==> src/rtl/sub_share_ctrl_if.sv <==
// Bus bundle for sub_share_ctrl: requester handshake, subtracter link, result and status.
interface sub_share_ctrl_if #(
  parameter int unsigned N   = 4,
  parameter int unsigned IDW = 2
);
  logic             enable;
  logic             drain;
  logic [N-1:0]     req;
  logic [8*N-1:0]   req_a;
  logic [8*N-1:0]   req_b;
  logic [N-1:0]     gnt;
  logic [7:0]       sub_a;
  logic [7:0]       sub_b;
  logic [8:0]       sub_result;
  logic             res_valid;
  logic [IDW-1:0]   res_id;
  logic [8:0]       res_data;
  logic [IDW+1:0]   inflight;
  logic             idle;

  // Environment side: requesters, sequencer and the attached subtracter
  modport master (
    output enable, drain, req, req_a, req_b, sub_result,
    input  gnt, sub_a, sub_b, res_valid, res_id, res_data, inflight, idle
  );

  // Controller side
  modport slave (
    input  enable, drain, req, req_a, req_b, sub_result,
    output gnt, sub_a, sub_b, res_valid, res_id, res_data, inflight, idle
  );
endinterface

==> src/rtl/sub_share_ctrl.sv <==
// Round-robin sharing of one fixed-latency 8-bit subtracter among N requesters,
// with a tag pipeline returning each result alongside its requester ID.
module sub_share_ctrl #(
  parameter int unsigned N       = 4,
  parameter int unsigned IDW     = 2,
  parameter int unsigned SUB_LAT = 2
) (
  input logic             clk,
  input logic             rst,
  sub_share_ctrl_if.slave bus
);
  localparam int unsigned CW = IDW + 2;

  typedef enum logic [1:0] {StIdle, StRun, StDrain} state_e;

  state_e                    state_q, state_d;
  logic [IDW-1:0]            ptr_q, ptr_d;
  logic [SUB_LAT:0]          tag_vld_q, tag_vld_d;
  logic [SUB_LAT:0][IDW-1:0] tag_id_q, tag_id_d;
  logic [7:0]                sub_a_q, sub_a_d;
  logic [7:0]                sub_b_q, sub_b_d;
  logic                      res_valid_q, res_valid_d;
  logic [IDW-1:0]            res_id_q, res_id_d;
  logic [8:0]                res_data_q, res_data_d;
  logic [CW-1:0]             inflight_q, inflight_d;
  logic                      idle_q, idle_d;

  logic                      grant;
  logic [IDW-1:0]            grant_idx;
  logic [IDW-1:0]            cand;
  logic [N-1:0]              gnt;

  // Round-robin search from ptr; issue only in RUN, and drain/reset win over any request
  always_comb begin
    grant     = 1'b0;
    grant_idx = ptr_q;
    cand      = '0;
    for (int unsigned o = 0; o < N; o++) begin
      cand = IDW'((32'(ptr_q) + o) % N);
      if (!grant && bus.req[cand]) begin
        grant     = 1'b1;
        grant_idx = cand;
      end
    end
    if (state_q != StRun || bus.drain || rst) begin
      grant = 1'b0;
    end
    gnt = '0;
    if (grant) begin
      gnt[grant_idx] = 1'b1;
    end
  end

  // Next state for operands, tag pipeline, result registers, counter and FSM
  always_comb begin
    ptr_d   = ptr_q;
    sub_a_d = sub_a_q;
    sub_b_d = sub_b_q;
    if (grant) begin
      ptr_d   = IDW'((32'(grant_idx) + 1) % N);
      sub_a_d = bus.req_a[{grant_idx, 3'b000} +: 8];
      sub_b_d = bus.req_b[{grant_idx, 3'b000} +: 8];
    end

    // Stage 0 travels with sub_a/sub_b, stage SUB_LAT lines up with sub_result
    tag_vld_d = {tag_vld_q[SUB_LAT-1:0], grant};
    tag_id_d  = {tag_id_q[SUB_LAT-1:0], grant_idx};

    res_valid_d = tag_vld_q[SUB_LAT];
    res_id_d    = tag_vld_q[SUB_LAT] ? tag_id_q[SUB_LAT] : res_id_q;
    res_data_d  = tag_vld_q[SUB_LAT] ? bus.sub_result : res_data_q;

    inflight_d = inflight_q + CW'(grant) - CW'(res_valid_q);

    state_d = state_q;
    unique case (state_q)
      StIdle:  if (bus.enable) state_d = StRun;
      StRun:   if (bus.drain) state_d = StDrain;
      StDrain: if (inflight_q == '0 && tag_vld_q == '0) state_d = StIdle;
      default: state_d = StIdle;
    endcase

    idle_d = (state_d == StIdle);
  end

  // State and registered outputs; reset discards anything in flight
  always_ff @(posedge clk or posedge rst) begin
    if (rst) begin
      state_q     <= StIdle;
      ptr_q       <= '0;
      tag_vld_q   <= '0;
      tag_id_q    <= '0;
      sub_a_q     <= '0;
      sub_b_q     <= '0;
      res_valid_q <= 1'b0;
      res_id_q    <= '0;
      res_data_q  <= '0;
      inflight_q  <= '0;
      idle_q      <= 1'b1;
    end else begin
      state_q     <= state_d;
      ptr_q       <= ptr_d;
      tag_vld_q   <= tag_vld_d;
      tag_id_q    <= tag_id_d;
      sub_a_q     <= sub_a_d;
      sub_b_q     <= sub_b_d;
      res_valid_q <= res_valid_d;
      res_id_q    <= res_id_d;
      res_data_q  <= res_data_d;
      inflight_q  <= inflight_d;
      idle_q      <= idle_d;
    end
  end

  assign bus.gnt       = gnt;
  assign bus.sub_a     = sub_a_q;
  assign bus.sub_b     = sub_b_q;
  assign bus.res_valid = res_valid_q;
  assign bus.res_id    = res_id_q;
  assign bus.res_data  = res_data_q;
  assign bus.inflight  = inflight_q;
  assign bus.idle      = idle_q;
endmodule
==> src/flat_wrapper.sv <==
// flat-port wrapper written by rule: the top's interface ports become plain ports
module sub_share_ctrl_flat 
#(
  parameter int unsigned N       = 4,
  parameter int unsigned IDW     = 2,
  parameter int unsigned SUB_LAT = 2
)
  (clk, rst, bus_enable, bus_drain, bus_req, bus_req_a, bus_req_b, bus_sub_result, bus_gnt, bus_sub_a, bus_sub_b, bus_res_valid, bus_res_id, bus_res_data, bus_inflight, bus_idle);
  sub_share_ctrl_if #(.N(N), .IDW(IDW)) bus_i ();
  input logic clk;
  input logic rst;
  input wire logic [$bits(bus_i.enable)-1:0] bus_enable;
  input wire logic [$bits(bus_i.drain)-1:0] bus_drain;
  input wire logic [$bits(bus_i.req)-1:0] bus_req;
  input wire logic [$bits(bus_i.req_a)-1:0] bus_req_a;
  input wire logic [$bits(bus_i.req_b)-1:0] bus_req_b;
  input wire logic [$bits(bus_i.sub_result)-1:0] bus_sub_result;
  output wire logic [$bits(bus_i.gnt)-1:0] bus_gnt;
  output wire logic [$bits(bus_i.sub_a)-1:0] bus_sub_a;
  output wire logic [$bits(bus_i.sub_b)-1:0] bus_sub_b;
  output wire logic [$bits(bus_i.res_valid)-1:0] bus_res_valid;
  output wire logic [$bits(bus_i.res_id)-1:0] bus_res_id;
  output wire logic [$bits(bus_i.res_data)-1:0] bus_res_data;
  output wire logic [$bits(bus_i.inflight)-1:0] bus_inflight;
  output wire logic [$bits(bus_i.idle)-1:0] bus_idle;
  assign bus_i.enable = bus_enable;
  assign bus_i.drain = bus_drain;
  assign bus_i.req = bus_req;
  assign bus_i.req_a = bus_req_a;
  assign bus_i.req_b = bus_req_b;
  assign bus_i.sub_result = bus_sub_result;
  assign bus_gnt = bus_i.gnt;
  assign bus_sub_a = bus_i.sub_a;
  assign bus_sub_b = bus_i.sub_b;
  assign bus_res_valid = bus_i.res_valid;
  assign bus_res_id = bus_i.res_id;
  assign bus_res_data = bus_i.res_data;
  assign bus_inflight = bus_i.inflight;
  assign bus_idle = bus_i.idle;
  sub_share_ctrl #(.N(N), .IDW(IDW), .SUB_LAT(SUB_LAT)) u_core (.clk(clk), .rst(rst), .bus(bus_i));
endmodule
==> config.mk <==
export PLATFORM = sky130hd
export DESIGN_NAME = sub_share_ctrl_flat
export DESIGN_NICKNAME = d
export VERILOG_FILES = /design/src/rtl/sub_share_ctrl_if.sv /design/src/rtl/sub_share_ctrl.sv /design/src/flat_wrapper.sv
export SDC_FILE = /design/constraint.sdc
export NUM_CORES = 1
export LEC_CHECK = 0
export CORE_UTILIZATION = 35
export CTS_CLUSTER_SIZE = 40
export DETAILED_ROUTE_END_ITERATION = 8
export PLACE_DENSITY = 0.84
export SLEW_MARGIN = 10
export SYNTH_ARGS = -nofsm -noshare
export SYNTH_HDL_FRONTEND = slang
export SYNTH_SLANG_ARGS = --single-unit
==> constraint.sdc <==
create_clock -name clk -period 2.13 [get_ports clk]
set_input_delay 0.426 -clock clk [delete_from_list [all_inputs] [get_ports clk]]
set_output_delay 0.426 -clock clk [all_outputs]
set_load 0.02 [all_outputs]
# Yosys cells after proc, flatten, opt, wreduce, memory -nomap -nowiden
# Cells that the tools add are included.
[op_classes] addsub=6 mul=0 div=0 magnitude_cmp=6 n_eq_ne=3 n_shift=2 n_mux=23 n_bitwise=0 n_reduce_logical=14
[ops] operator="32-bit by 6-bit indexed part select with 8-bit output" n=2
[ops] operator="2-bit by 3-bit less-than comparator with 1-bit output, second input constant" n=5
[ops] operator="2-bit two-way mux" n=6
[ops] operator="1-bit two-way mux" n=10
[ops] operator="1-bit binary-select mux with 2-bit select" n=4
[ops] operator="2-bit one-hot mux with 3 select lines" n=1
[ops] operator="1-bit logical AND" n=5
[ops] operator="2-bit by 1-bit adder with 2-bit output, second input constant" n=2
[ops] operator="2-bit adder, second input constant" n=2
[ops] operator="4-bit by 1-bit adder with 4-bit output" n=1
[ops] operator="2-bit zero test" n=2
[ops] operator="4-bit zero test" n=1
[ops] operator="4-bit two-way mux" n=1
[ops] operator="4-bit by 1-bit subtractor with 4-bit output" n=1
[ops] operator="1-bit zero test" n=3
[ops] operator="3-bit zero test" n=1
[ops] operator="1-bit demux with 2-bit select" n=1
[ops] operator="2-bit by 1-bit equality test with 1-bit output, second input constant" n=1
[ops] operator="2-bit equality test, second input constant" n=1
[ops] operator="2-bit by 1-bit greater-or-equal comparator with 1-bit output, second input constant" n=1
[ops] operator="1-bit logical OR" n=2
[ops] operator="2-bit by 1-bit != test with 1-bit output, second input constant" n=1
[word_totals] reg_bits=46 latchBits=0 ram_bits=0 mem_bits_ro=0 input_bits=81 output_inout_bits=37 n_memories=0

# Logic depth before layout (Yosys ltp)
[depth] depth_word=17 depth_mapped=9

# Worst setup path before layout
# OpenSTA, ideal clock, no wires.
[synth_path] kind="input -> output" start="input port bus_req[2]" end="output port bus_gnt[0]" t_arrival_ns=1.758 required_time_ns=1.704 path_slack_ns=-0.054 path_stages=8 n_path_buf=2 path_cell_list="nor2b_1 a221oi_4 and2_1 buf_4 inv_2 buf_6 ha_1 and2_1"
[synth_via] elab_chain_cells=17
[synth_rtl] element="start: declaration" line_no="flat_wrapper.sv:14" rtl="input wire logic [$bits(bus_i.req)-1:0] bus_req;"
[synth_rtl] element="1-bit binary-select mux with 2-bit select" line_no="sub_share_ctrl.sv:40" rtl="if (!grant && bus.req[cand]) begin"
[synth_rtl] element="1-bit two-way mux (not written as such)" line_no="sub_share_ctrl.sv:40"
[synth_rtl] element="1-bit two-way mux" line_no="sub_share_ctrl.sv:40"
[synth_rtl] element="1-bit zero test" line_no="sub_share_ctrl.sv:40"
[synth_rtl] element="1-bit logical AND" line_no="sub_share_ctrl.sv:40"
[synth_rtl] element="1-bit two-way mux" line_no="sub_share_ctrl.sv:40"
[synth_rtl] element="1-bit zero test" line_no="sub_share_ctrl.sv:40"
[synth_rtl] element="1-bit logical AND" line_no="sub_share_ctrl.sv:40"
[synth_rtl] element="1-bit two-way mux" line_no="sub_share_ctrl.sv:40"
[synth_rtl] element="1-bit zero test" line_no="sub_share_ctrl.sv:40"
[synth_rtl] element="1-bit logical AND" line_no="sub_share_ctrl.sv:40"
[synth_rtl] element="2-bit two-way mux" line_no="sub_share_ctrl.sv:40"
[synth_rtl] element="2-bit by 3-bit less-than comparator with 1-bit output (not written as such) or 2-bit by 1-bit greater-or-equal comparator with 1-bit output (tied branches)" line_no="sub_share_ctrl.sv:50" rtl="gnt[grant_idx] = 1'b1;"
[synth_rtl] element="1-bit logical AND (not written as such)" line_no="sub_share_ctrl.sv:50"
[synth_rtl] element="1-bit two-way mux (not written as such)" line_no="sub_share_ctrl.sv:50"
[synth_rtl] element="1-bit demux with 2-bit select"
[synth_rtl] element="4-bit two-way mux *" line_no="sub_share_ctrl.sv:49" rtl="if (grant) begin"
[synth_rtl] element="end: declaration" line_no="flat_wrapper.sv:18" rtl="output wire logic [$bits(bus_i.gnt)-1:0] bus_gnt;"
# Every way passes the cells marked *; elsewhere a longest branch is shown, timed or not. The select of a mux whose other input is x is not followed.

# Worst setup path after layout
[layout_path] start="register u_core.ptr_q[1]" end="output port bus_gnt[2]"
[layout_via] elab_chain_cells=17
[layout_rtl] element="start: declaration" line_no="sub_share_ctrl.sv:17" rtl="logic [IDW-1:0] ptr_q, ptr_d;"
[layout_rtl] element="start signal: assignment" line_no="sub_share_ctrl.sv:102" rtl="ptr_q <= ptr_d;"
[layout_rtl] element="branches (longest 16 deep; another with 2-bit by 3-bit less-than comparator with 1-bit output)"
[layout_rtl] element="4-bit two-way mux *" line_no="sub_share_ctrl.sv:49"
# Every way passes the cells marked *. The select of a mux whose other input is x is not followed.

==> results.cfg <==
[yosys]
synth_compound_gate_area_share_pct = 23.3
synth_top_family_by_area = compound AO/OA/AOI/OAI gates
seq_area_frac_synth_pct = 48.2
netlist_area_mm2 = 0.00239
syn_nets = 319
syn_avg_cell_area_um2 = 10.5
muxShareOfSynthArea_pct = 6.43
synth_xor_area_share_pct = 0.732
synth-seq-cells = 46
ys_warn_count = 0
synth_fa_ha_area_share_pct = 5.54
syn_inst = 228
yosys.area_share.simple_pct = 9.78
yosysUniqueCellTypes = 35

[sta]
relSlewSlack_pct = 65.3
setup_viol = 5
fmax_ghz = 0.444
fin_crit_sh_pct = 106
finalHoldViolCount = 0
drv_slew = 0
fin_crit_ns = 2.25
worst_slew_pin_slew_ns = 0.520
whs_ns = 0.310
worst_slack_ns = -0.124
rsz0062_at_grt = yes
clock_skew_ns = 0.00256

[clock_tree]
clk_path_buf_depth = 2
cts_root_buf = clkbuf_8
cts_sinks = 46
tritoncts = yes
clk_pin_slew_ns = 0.09
numCtsBuffers = 5
clk_latency_ns = 0.30
hold_buffers = 0
cts.htree.levels = 2

[global_routing]
grt.overflow.total = 0
met2_usage_pct = 35.1
antenna_found_initial = 0
grt_max_degree = 47
grt.busiest_layer = met2
grt_use_total_pct = 20.8
grt.met1_usage_pct = 25.8
grt_pass1_wl_um = 11600
grt_use_met3_pct = 4.92
first_global_vias = 2394

[power_and_ir_drop]
p_per_area_mw_per_mm2 = 1180
irDropWorstVdd_v = 0.000405
p_leak_uw = 0.00170

[run_status]
violations = DRC, setup timing
status = finished, violations left

[routing]
dr.first_iter.drc_count = 102
drc_errors = 7
ant_nets = 0
via_per_inst = 5.36
wl_per_cell_um = 17.0
vias = 2374
routed_wl_um = 7510
dr.pass1.iters = 6

[setup_path]
startpoint_type = register
critPathMaxFanout = 4
path_class = reg -> out
crit_arrival_ns = 1.83
crit_required_ns = 1.70
end_kind = primary output

[placed_design]
dp_hpwl_um = 5090
dp.cells = 425
dp_slack_ns = -0.985
io_buffers = 117
globalplace.congestion = 0.797

[layout]
multi_input_area_mm2 = 0.00127
final_layout_size_suffix_gt1_share_pct = 23.2
antenna_cells = 0
final_cells = 443
nets = 456
area_growth_pct = 73.3
fin_util_pct = 64.2
regArea_mm2 = 0.00115
nFillCells = 545

[run]
maxCapViolCount = 0

[floorplan]
die_y_um = 84.7
die_x_um = 84.7
rows = 29
coreArea_mm2 = 0.00646
die-area_mm2 = 0.00717
initial_core_util_pct = 37.0
ioPinCount = 118

[worst_hold_path]
min-delay-path-class = in -> async
==> area by class of cell <==
type                       instances  area share (%)
timing repair buffer             147            35.1
sequential                        46            27.8
inverter                          12            1.39
clock buffer                       6            1.75
multi-input combinational        153            30.7
tap                               77            2.32
clock inverter                     2           0.906
==> kinds of logic after synthesis <==
kind of cell	after synthesis
flops	46
compound gates	73
xor+xnor	2
buf+inv	29
fa+ha+maj	10
simple gates	54
mux	14
==> critical path, stage by stage, from the launching register on <==
cell	delay (ns)
dfrtp_1	0.45
nand2_2	0.10
a221oi_4	0.30
and2_4	0.23
inv_6	0.05
ha_4	0.14
and2_4	0.13
buf_6	0.12
==> worst paths after layout <==
check                                   startpoint                  end  slack [ns]  cells past startpoint
worst max-delay path               u_core.ptr_q[1]           bus_gnt[2]       -0.12                      7
worst min-delay path                           rst    u_core.state_q[1]        0.31                      4
worst max register to register     u_core.ptr_q[1]  u_core.bus.sub_b[7]        0.05                      6
worst min register to register  u_core.tag_id_d[2]   u_core.tag_id_d[4]        0.36                      0
max in group asynchronous                      rst      u_core.bus.idle        1.56                      4
min in group clk                u_core.tag_id_d[2]   u_core.tag_id_d[4]        0.36                      0
==> state kept, by name, indices dropped and copies added (netlist names) <==
name,count
u_core.bus.res_data,9
u_core.bus.sub_a,8
u_core.bus.sub_b,8
u_core.bus.inflight,4
u_core.tag_id_d,4
u_core.tag_vld_q,3
u_core.bus.res_id,2
u_core.ptr_q,2
u_core.state_q,2
u_core.tag_id_q,2
u_core.bus.idle,1
u_core.bus.res_valid,1
==> synth_stat cells <==
cell type	n	share of area [%]
o31ai_1	1	0.31
nand2_1	20	3.1
o21ai_0	1	0.21
a21o_1	1	0.31
a311oi_1	16	5.9
xor2_1	2	0.73
ha_1	9	4.7
o2bb2ai_1	1	0.37
a21boi_1	3	0.94
mux2_2	11	5.2
o22ai_1	2	0.52
a21oi_1	17	3.6
fa_1	1	0.84
a221oi_4	1	1.1
inv_2	2	0.31
dfstp_2	1	1.1
buf_1	1	0.16
mux2i_1	3	1.3
nand3_1	1	0.21
buf_4	2	0.63
a21boi_0	13	4.1
or4_1	1	0.31
nor3_1	1	0.21
o21ai_1	1	0.21
nand2b_1	1	0.26
nor4_1	1	0.26
buf_2	4	0.84
and2_1	5	1.3
nor2b_1	3	0.78
clkbuf_1	7	1.1
inv_1	10	1.6
a2111oi_0	16	5.9
buf_6	3	1.4
dfrtp_1	45	47
nor2_1	21	3.3
==> power breakdown <==
part / internal [uW] / switching, uW / leakage, uW / total [uW]
clock network: 350 / 303 / 0.0000514 / 653
logic: 1340 / 1400 / 0.00110 / 2740
registers: 1280 / 235 / 0.000546 / 1520
total: 2970 / 1940 / 0.00170 / 4910
==> metrics by stage <==
stage / setup TNS (ns) / total power, uW / instance area [um^2]
after floorplan: 0 / 2860 / 2410
after global placement: -14.04 / 3890 / 3750
after detailed placement: -16.07 / 3990 / 3750
after CTS: -0.474 / 4750 / 3940
after global routing: -1.39 / 5220 / 4150
final: -0.516 / 4910 / 4150
==> cells in the final DEF (no fill, tap or decap), types with 6 or more instances in the layout <==
| cell | count |
|---|---|
| mux2_2 | 11 |
| a21boi_0 | 13 |
| ha_1 | 6 |
| buf_6 | 6 |
| a21oi_1 | 16 |
| nor2_1 | 19 |
| buf_4 | 25 |
| inv_1 | 8 |
| a311oi_1 | 16 |
| dfrtp_1 | 44 |
| nand2_1 | 19 |
| a2111oi_0 | 7 |
| clkdlybuf4s50_1 | 107 |
==> per-layer routing <==
| metal | vias up | share of wire (%) |
|---|---|---|
| met3 | 16 | 6.8 |
| li1 | 1108 | - |
| met4 | 0 | 2.1 |
| met2 | 100 | 50 |
| met1 | 1150 | 41 |
| met5 | - | 0 |
==> timing repair <==
action                                 in CTS  in global routing
setup endpoints to repair                  24                 15
pin swaps                                   5                  3
gates resized for setup                    48                 32
endpoints found under the hold margin       0                  0
cloned                                      0                  1
buffers inserted                            4                  5
No activity file was read; power rests on OpenSTA's default activity.
